`config.mk`:
```
export PLATFORM = sky130hd
export DESIGN_NAME = cv_spinner_quad
export DESIGN_NICKNAME = d
export VERILOG_FILES = /design/src/rtl/cv_spinner_quad.sv
export SDC_FILE = /design/constraint.sdc
export NUM_CORES = 1
export LEC_CHECK = 0
export BUFFER_PORTS_ARGS = -buffer_cell sky130_fd_sc_hd__buf_2
export CAP_MARGIN = 30
export CORE_MARGIN = 3
export CORE_UTILIZATION = 25
export DETAILED_ROUTE_END_ITERATION = 6
export PLACE_DENSITY = 0.44
export SETUP_SLACK_MARGIN = 0.4
export SLEW_MARGIN = 5
export SYNTH_ARGS = -nofsm -noshare
export SYNTH_HDL_FRONTEND = slang
export SYNTH_SLANG_ARGS = --single-unit
```
`constraint.sdc`:
```
create_clock -name clk_i -period 5.6 [get_ports clk_i]
set_clock_uncertainty 0.2 [all_clocks]
set_input_delay 0 -clock clk_i [delete_from_list [all_inputs] [get_ports clk_i]]
set_output_delay 0 -clock clk_i [all_outputs]
set_load 0.02 [all_outputs]
```
`src/rtl/cv_spinner_quad.sv`:
```
// cv_spinner_quad
// Converts signed spinner deltas from a roller controller into a paced
// two-phase quadrature stream, like a mechanical roller on the console pins.
// Each event on spinner_i adds its delta to a saturating signed accumulator.
// A free-running step timer then drains the accumulator one quadrature step
// per STEP_DIV enabled ticks.
//
// Parameters
//   STEP_DIV : enabled ticks between quadrature steps (2..65535)
//   ACC_W    : signed pending-count accumulator width (9..16)
// Ports
//   clk_i         : system clock (single domain)
//   reset_n_i     : asynchronous active-low reset
//   clk_en_10m7_i : 10.7 MHz clock enable; the step timer advances only on it
//   enable_i      : roller controller attached; 0 forces idle
//   invert_i      : negate incoming deltas
//   spinner_i     : [7:0] signed delta, [8] toggles once per event
//   p7_o          : quadrature phase A (console interrupt line)
//   p9_o          : quadrature phase B (direction line)
//   busy_o        : accumulator non-zero
//   step_o        : one-cycle pulse per emitted quadrature step
module cv_spinner_quad #(
  parameter int STEP_DIV = 1024,
  parameter int ACC_W    = 12
) (
  input  logic       clk_i,
  input  logic       reset_n_i,
  input  logic       clk_en_10m7_i,
  input  logic       enable_i,
  input  logic       invert_i,
  input  logic [8:0] spinner_i,
  output logic       p7_o,
  output logic       p9_o,
  output logic       busy_o,
  output logic       step_o
);

  // Two guard bits cover acc + delta(+/-128) - step without overflow.
  localparam int SUM_W = ACC_W + 2;
  localparam logic [15:0]             TMR_LAST = 16'(STEP_DIV - 1);
  localparam logic signed [SUM_W-1:0] ACC_MAX  = SUM_W'((2 ** (ACC_W - 1)) - 1);
  localparam logic signed [SUM_W-1:0] ACC_MIN  = -ACC_MAX;

  // Clamp a wide sum into the symmetric accumulator range.
  function automatic logic signed [ACC_W-1:0] sat_acc(input logic signed [SUM_W-1:0] v);
    if (v > ACC_MAX) begin
      sat_acc = ACC_MAX[ACC_W-1:0];
    end else if (v < ACC_MIN) begin
      sat_acc = ACC_MIN[ACC_W-1:0];
    end else begin
      sat_acc = v[ACC_W-1:0];
    end
  endfunction

  // Gray mapping of the 2-bit phase onto {p9, p7}.
  function automatic logic [1:0] phase_to_pins(input logic [1:0] ph);
    case (ph)
      2'd0:    phase_to_pins = 2'b11;
      2'd1:    phase_to_pins = 2'b10;
      2'd2:    phase_to_pins = 2'b00;
      2'd3:    phase_to_pins = 2'b01;
      default: phase_to_pins = 2'b11;
    endcase
  endfunction

  logic                    tgl_r;
  logic                    armed_r;
  logic [15:0]             timer_r;
  logic signed [ACC_W-1:0] acc_r;
  logic [1:0]              phase_r;
  logic [1:0]              pins_r;
  logic                    busy_r;
  logic                    step_r;

  logic                    event_s;
  logic                    tick_s;
  logic                    acc_pos_s;
  logic signed [8:0]       delta_raw_s;
  logic signed [8:0]       delta_s;
  logic signed [SUM_W-1:0] acc_ext_s;
  logic signed [SUM_W-1:0] delta_ext_s;
  logic signed [SUM_W-1:0] adj_s;
  logic signed [SUM_W-1:0] sum_s;
  logic signed [ACC_W-1:0] acc_nxt_s;
  logic [1:0]              phase_nxt_s;

  // Event detection, step tick and next accumulator/phase.
  always_comb begin
    event_s     = armed_r && (tgl_r != spinner_i[8]) && enable_i;
    delta_raw_s = $signed({spinner_i[7], spinner_i[7:0]});
    // 9 bits so that -(-128) is representable as +128.
    if (invert_i) begin
      delta_s = -delta_raw_s;
    end else begin
      delta_s = delta_raw_s;
    end
    tick_s      = clk_en_10m7_i && (timer_r == TMR_LAST) &&
                  (acc_r != {ACC_W{1'b0}}) && enable_i;
    acc_pos_s   = !acc_r[ACC_W-1];
    acc_ext_s   = $signed({{(SUM_W-ACC_W){acc_r[ACC_W-1]}}, acc_r});
    if (event_s) begin
      delta_ext_s = $signed({{(SUM_W-9){delta_s[8]}}, delta_s});
    end else begin
      delta_ext_s = {SUM_W{1'b0}};
    end
    // Step direction comes from the accumulator before this cycle's update.
    if (!tick_s) begin
      adj_s = {SUM_W{1'b0}};
    end else if (acc_pos_s) begin
      adj_s = $signed({{(SUM_W-1){1'b0}}, 1'b1});
    end else begin
      adj_s = {SUM_W{1'b1}};
    end
    sum_s = acc_ext_s + delta_ext_s - adj_s;
    if (!enable_i) begin
      acc_nxt_s   = {ACC_W{1'b0}};
      phase_nxt_s = 2'd0;
    end else begin
      acc_nxt_s = sat_acc(sum_s);
      if (!tick_s) begin
        phase_nxt_s = phase_r;
      end else if (acc_pos_s) begin
        phase_nxt_s = phase_r + 2'd1;
      end else begin
        phase_nxt_s = phase_r - 2'd1;
      end
    end
  end

  // State and registered outputs.
  always_ff @(posedge clk_i or negedge reset_n_i) begin
    if (!reset_n_i) begin
      tgl_r   <= 1'b0;
      armed_r <= 1'b0;
      timer_r <= 16'd0;
      acc_r   <= {ACC_W{1'b0}};
      phase_r <= 2'd0;
      pins_r  <= 2'b11;
      busy_r  <= 1'b0;
      step_r  <= 1'b0;
    end else begin
      // The first cycle after reset only captures the toggle bit.
      tgl_r   <= spinner_i[8];
      armed_r <= 1'b1;
      if (clk_en_10m7_i) begin
        timer_r <= (timer_r == TMR_LAST) ? 16'd0 : timer_r + 16'd1;
      end else begin
        timer_r <= timer_r;
      end
      acc_r   <= acc_nxt_s;
      phase_r <= phase_nxt_s;
      pins_r  <= phase_to_pins(phase_nxt_s);
      busy_r  <= (acc_nxt_s != {ACC_W{1'b0}});
      step_r  <= tick_s;
    end
  end

  assign p9_o   = pins_r[1];
  assign p7_o   = pins_r[0];
  assign busy_o = busy_r;
  assign step_o = step_r;

endmodule

```
==> key figures <==
Clock network
  – Total clock sinks: 36
  – Worst-path clk slew: 50 ps
  – Max clock buf depth: 2
  – CTS tree: yes
  – CTS Buf Count: 5
  – H-tree depth: 2
  – Clock Latency Late Sink: 280 ps
  – CTS root buffer: clkbuf_16

GRT
  – Gr ovfl total: 0
  – Gr usage total: 0.1079
  – Antenna violations before repair: 0
  – Vias in the first global route: 2395
  – Largest net degree at the start of global routing: 37
  – First-pass GRT wire length: 11700 µm

Floorplan
  – Die height: 115.8 µm
  – Initial Util: 0.2595
  – Chip width: 115.8 µm
  – # rows: 39
  – Core area: 11610 µm²
  – I/O pins: 18
  – Die Area: 13410 µm²

Power
  – Sw Pwr: 1.180 mW
  – Lkg Pwr: 1.573 nW
  – PwrDens: 671.2 nW/µm²
  – Comb power frac: 0.716
  – Internal power: 1.195 mW
  – Clock power share: 0.123
  – Sequential power share: 0.161
  – Max IR drop VDD: 197.4 µV
  – Total power: 2.375 mW
  – Switching portion of total power: 0.4969

Detailed routing
  – Wl on met1: 3409 µm
  – WL met3: 247 µm
  – Post-route DRC: 0
  – 1st-iter DRT viols: 189
  – Vias/cell: 4.750
  – Routed WL: 7072 µm
  – DR vias: 2437
  – DRT Pass-1 Iters: 5
  – Metal2 WL: 3302 µm
  – Routed Antenna Nets: 0
  – DR WL/cell: 13.79 µm
  – Uppermost layer routed: met4

Critical path
  – Reg2Reg Capture Point: acc_r[6]
  – Critical path's most frequent cell: fa_1
  – Critical Path, Cell by Cell: ha_1 > or4b_4 > nor4_4 > and2_4 > and3_1 > nand2_2 > fa_1 > inv_1 > fa_1 > nand2b_1 > a2111oi_4 > nor3_1 > o2bb2ai_1 > xnor2_2 > or3_1 > a22oi_1
  – CP Class: reg -> reg
  – WP data required: 5580 ps
  – R2R Setup Slk: 650 ps
  – Worst R2R Start: timer_r[0]
  – R2R cell count: 16
  – Crit end category: flip-flop
  – CP Launch Type: flip-flop
  – Worst path max stage delay: 560 ps
  – Crit-path slowest cell: fa_1
  – Crit path arrival time: 4930 ps
  – Worst-path fanout max: 6

Timing
  – Hold_ws: 143.2 ps
  – Slew headroom: 0.4571
  – Hold Fails Final Rpt: 0
  – Highest clock rate: 0.2021 GHz
  – Final Cycle Share: 0.8836
  – RSZ-0062 raised after global routing: false
  – Tmin final: 4948 ps
  – Slew @ Worst Pin: 814.3 ps
  – Setup TNS: 0 ps
  – Max Slew Vio Count: 0
  – Final Setup Violations: 0

Run
  – Max-Cap Viols: 0

Final layout
  – Filler cells: 1218
  – Layout Area Growth over Synthesis: 17.39%
  – Area of the multi-input gates: 1949 µm²
  – Sequential standard cell area: 903.4 µm²
  – Diode count: 0
  – Layout cells sized above 1: 0.1622
  – Fin area: 3538 µm²
  – Final Non-Filler Cells: 513
  – Nets@finish: 413

Place
  – GP Congestion: 0.8058
  – Final HPWL DP: 5506 µm
  – Placed Area: 3246 µm²
  – # port buffers: 17
  – Placed instance count: 496

Synthesis
  – Post-Syn Area per Cell: 8.737 µm²
  – Sequential share of the synthesized area: 0.2997
  – Mapped cell area: 3014 µm²
  – EDFF count, synth: 0
  – Cell variety after synth: 61
  – Post-Synthesis Cells: 345
  – Ys flop type: dfrtp_1
  – Yosys reg bits: 36
  – Yosys warning count: 0
  – Ys async rst share: 1.000
  – Net Count, Synth: 389

Hold path
  – Hold/Removal Path Class: in -> async

Run status
  – Outcome: finished, final reports clean
==> cells in the mapped netlist, types with 6 or more instances <==
library cell  number  area share
inv_1             42       0.052
nand2_1           35       0.044
dfrtp_1           34        0.28
xnor2_1           21       0.061
ha_1              19       0.079
nor2_1            17       0.021
a21oi_1           12       0.020
nand4_1           12       0.025
fa_1              11       0.073
o21ai_0           11       0.018
xor2_1            11       0.032
nor3_1            10       0.017
nand2b_1           9       0.019
nand3_1            9       0.015
and3_1             6       0.012
==> stage by stage <==
stage,setup slack [ps],utilization
global placement,415.1,0.2795
detailed placement,335.3,0.2795
finish,652.1,0.3047
CTS,508.6,0.2967
global route,420.4,0.3047
floorplan,825.3,-
==> area by class of cell <==
class | count | area share
clock buffer | 8 | 0.04420
inverter | 43 | 0.04668
multi-input combinational | 254 | 0.5509
sequential | 36 | 0.2553
tap | 143 | 0.05057
timing repair buffer | 28 | 0.05021
timing repair inverter | 1 | 0.002122
==> worst max path at each step <==
stage	from	endpoint	slack (ps)	depth (start not counted)
detailed placement	timer_r[0]	acc_r[1]	340	16
floorplan	timer_r[0]	acc_r[10]	830	18
global route	timer_r[0]	acc_r[1]	420	17
finish	timer_r[0]	acc_r[6]	650	16
CTS	timer_r[0]	acc_r[1]	510	16
global placement	timer_r[0]	busy_o	420	17
==> power by group through the flow <==
stage	sequential (mW)	combinational, mW	clock [mW]
6_report	0.383	1.70	0.292
5_1_grt	0.391	1.89	0.313
4_1_cts	0.383	1.54	0.299
3_5_place_dp	0.387	1.52	0
3_3_place_gp	0.389	1.54	0
2_1_floorplan	0.368	1.20	0
==> routing by layer <==
layer / vias up / global-route usage
met1: 1144 / 0.1542
li1: 1236 / -
met5: - / 0
met4: 0 / 0.03171
met2: 48 / 0.1715
met3: 9 / 0.01305
==> layout by cell type (no fill, tap or decap), types with 2 or more instances in the layout <==
| cell type | instances |
|---|---|
| nand4b_1 | 2 |
| buf_4 | 7 |
| mux2i_1 | 2 |
| dfrtp_1 | 34 |
| fa_1 | 11 |
| ha_1 | 19 |
| and3_1 | 6 |
| nor2_1 | 16 |
| xnor2_1 | 20 |
| nand2_1 | 33 |
| a21oi_1 | 11 |
| nand4_1 | 12 |
| o21ai_2 | 3 |
| o2111ai_1 | 2 |
| a2111oi_0 | 2 |
| nand2_2 | 3 |
| a21o_1 | 4 |
| dfstp_2 | 2 |
| dlygate4sd3_1 | 4 |
| clkinvlp_4 | 2 |
| xor2_1 | 11 |
| o22ai_1 | 3 |
| or2_2 | 2 |
| a211oi_2 | 2 |
| buf_2 | 17 |
| o21ai_0 | 10 |
| nand3b_1 | 2 |
| nor3_1 | 9 |
| o21a_1 | 3 |
| or3_1 | 4 |
| nand2b_1 | 9 |
| clkbuf_16 | 5 |
| a31oi_1 | 2 |
| nor2b_1 | 5 |
| nand3_1 | 9 |
| inv_1 | 41 |
| clkbuf_8 | 2 |
| o211ai_1 | 4 |
| nor4_1 | 5 |
==> critical path, delay by kind of cell, from the launching register on <==
| family | cells | cell delay (ps) |
|---|---|---|
| buffers and inverters | 1 | 70 |
| AND/OR/NAND/NOR | 8 | 2000 |
| AO/OA/AOI/OAI | 3 | 740 |
| adder cells (fa/ha/maj) | 3 | 1250 |
| flip-flops | 1 | 390 |
| XOR/XNOR | 1 | 210 |
==> state kept, by name (all words and copies together) (netlist names) <==
| register | count |
|---|---|
| step_o | 1 |
| busy_o | 1 |
| armed_r | 1 |
| pins_r | 2 |
| tgl_r | 1 |
| phase_r | 2 |
| timer_r | 16 |
| acc_r | 12 |
==> cells by family after synthesis <==
| kind of cell | after synthesis | share of synthesized area |
|---|---|---|
| other cells | 1 | 0.001244 |
| compound gates | 60 | 0.1391 |
| buf+inv | 55 | 0.07181 |
| mux | 2 | 0.006642 |
| flops | 36 | 0.2997 |
| fa+ha+maj | 30 | 0.1519 |
| xor+xnor | 32 | 0.09299 |
| simple gates | 129 | 0.2366 |
==> what timing repair did <==
action | 4_1_cts | 5_1_grt
endpoints found under the setup margin | 6 | 12
setup buffers | 0 | 4
cloned | 0 | 1
pin swaps | 0 | 2
resized for setup | 1 | 14
hold buffers | 4 | 0
hold endpoints to repair | 49 | 0
No activity file was read; power rests on OpenSTA's default activity.
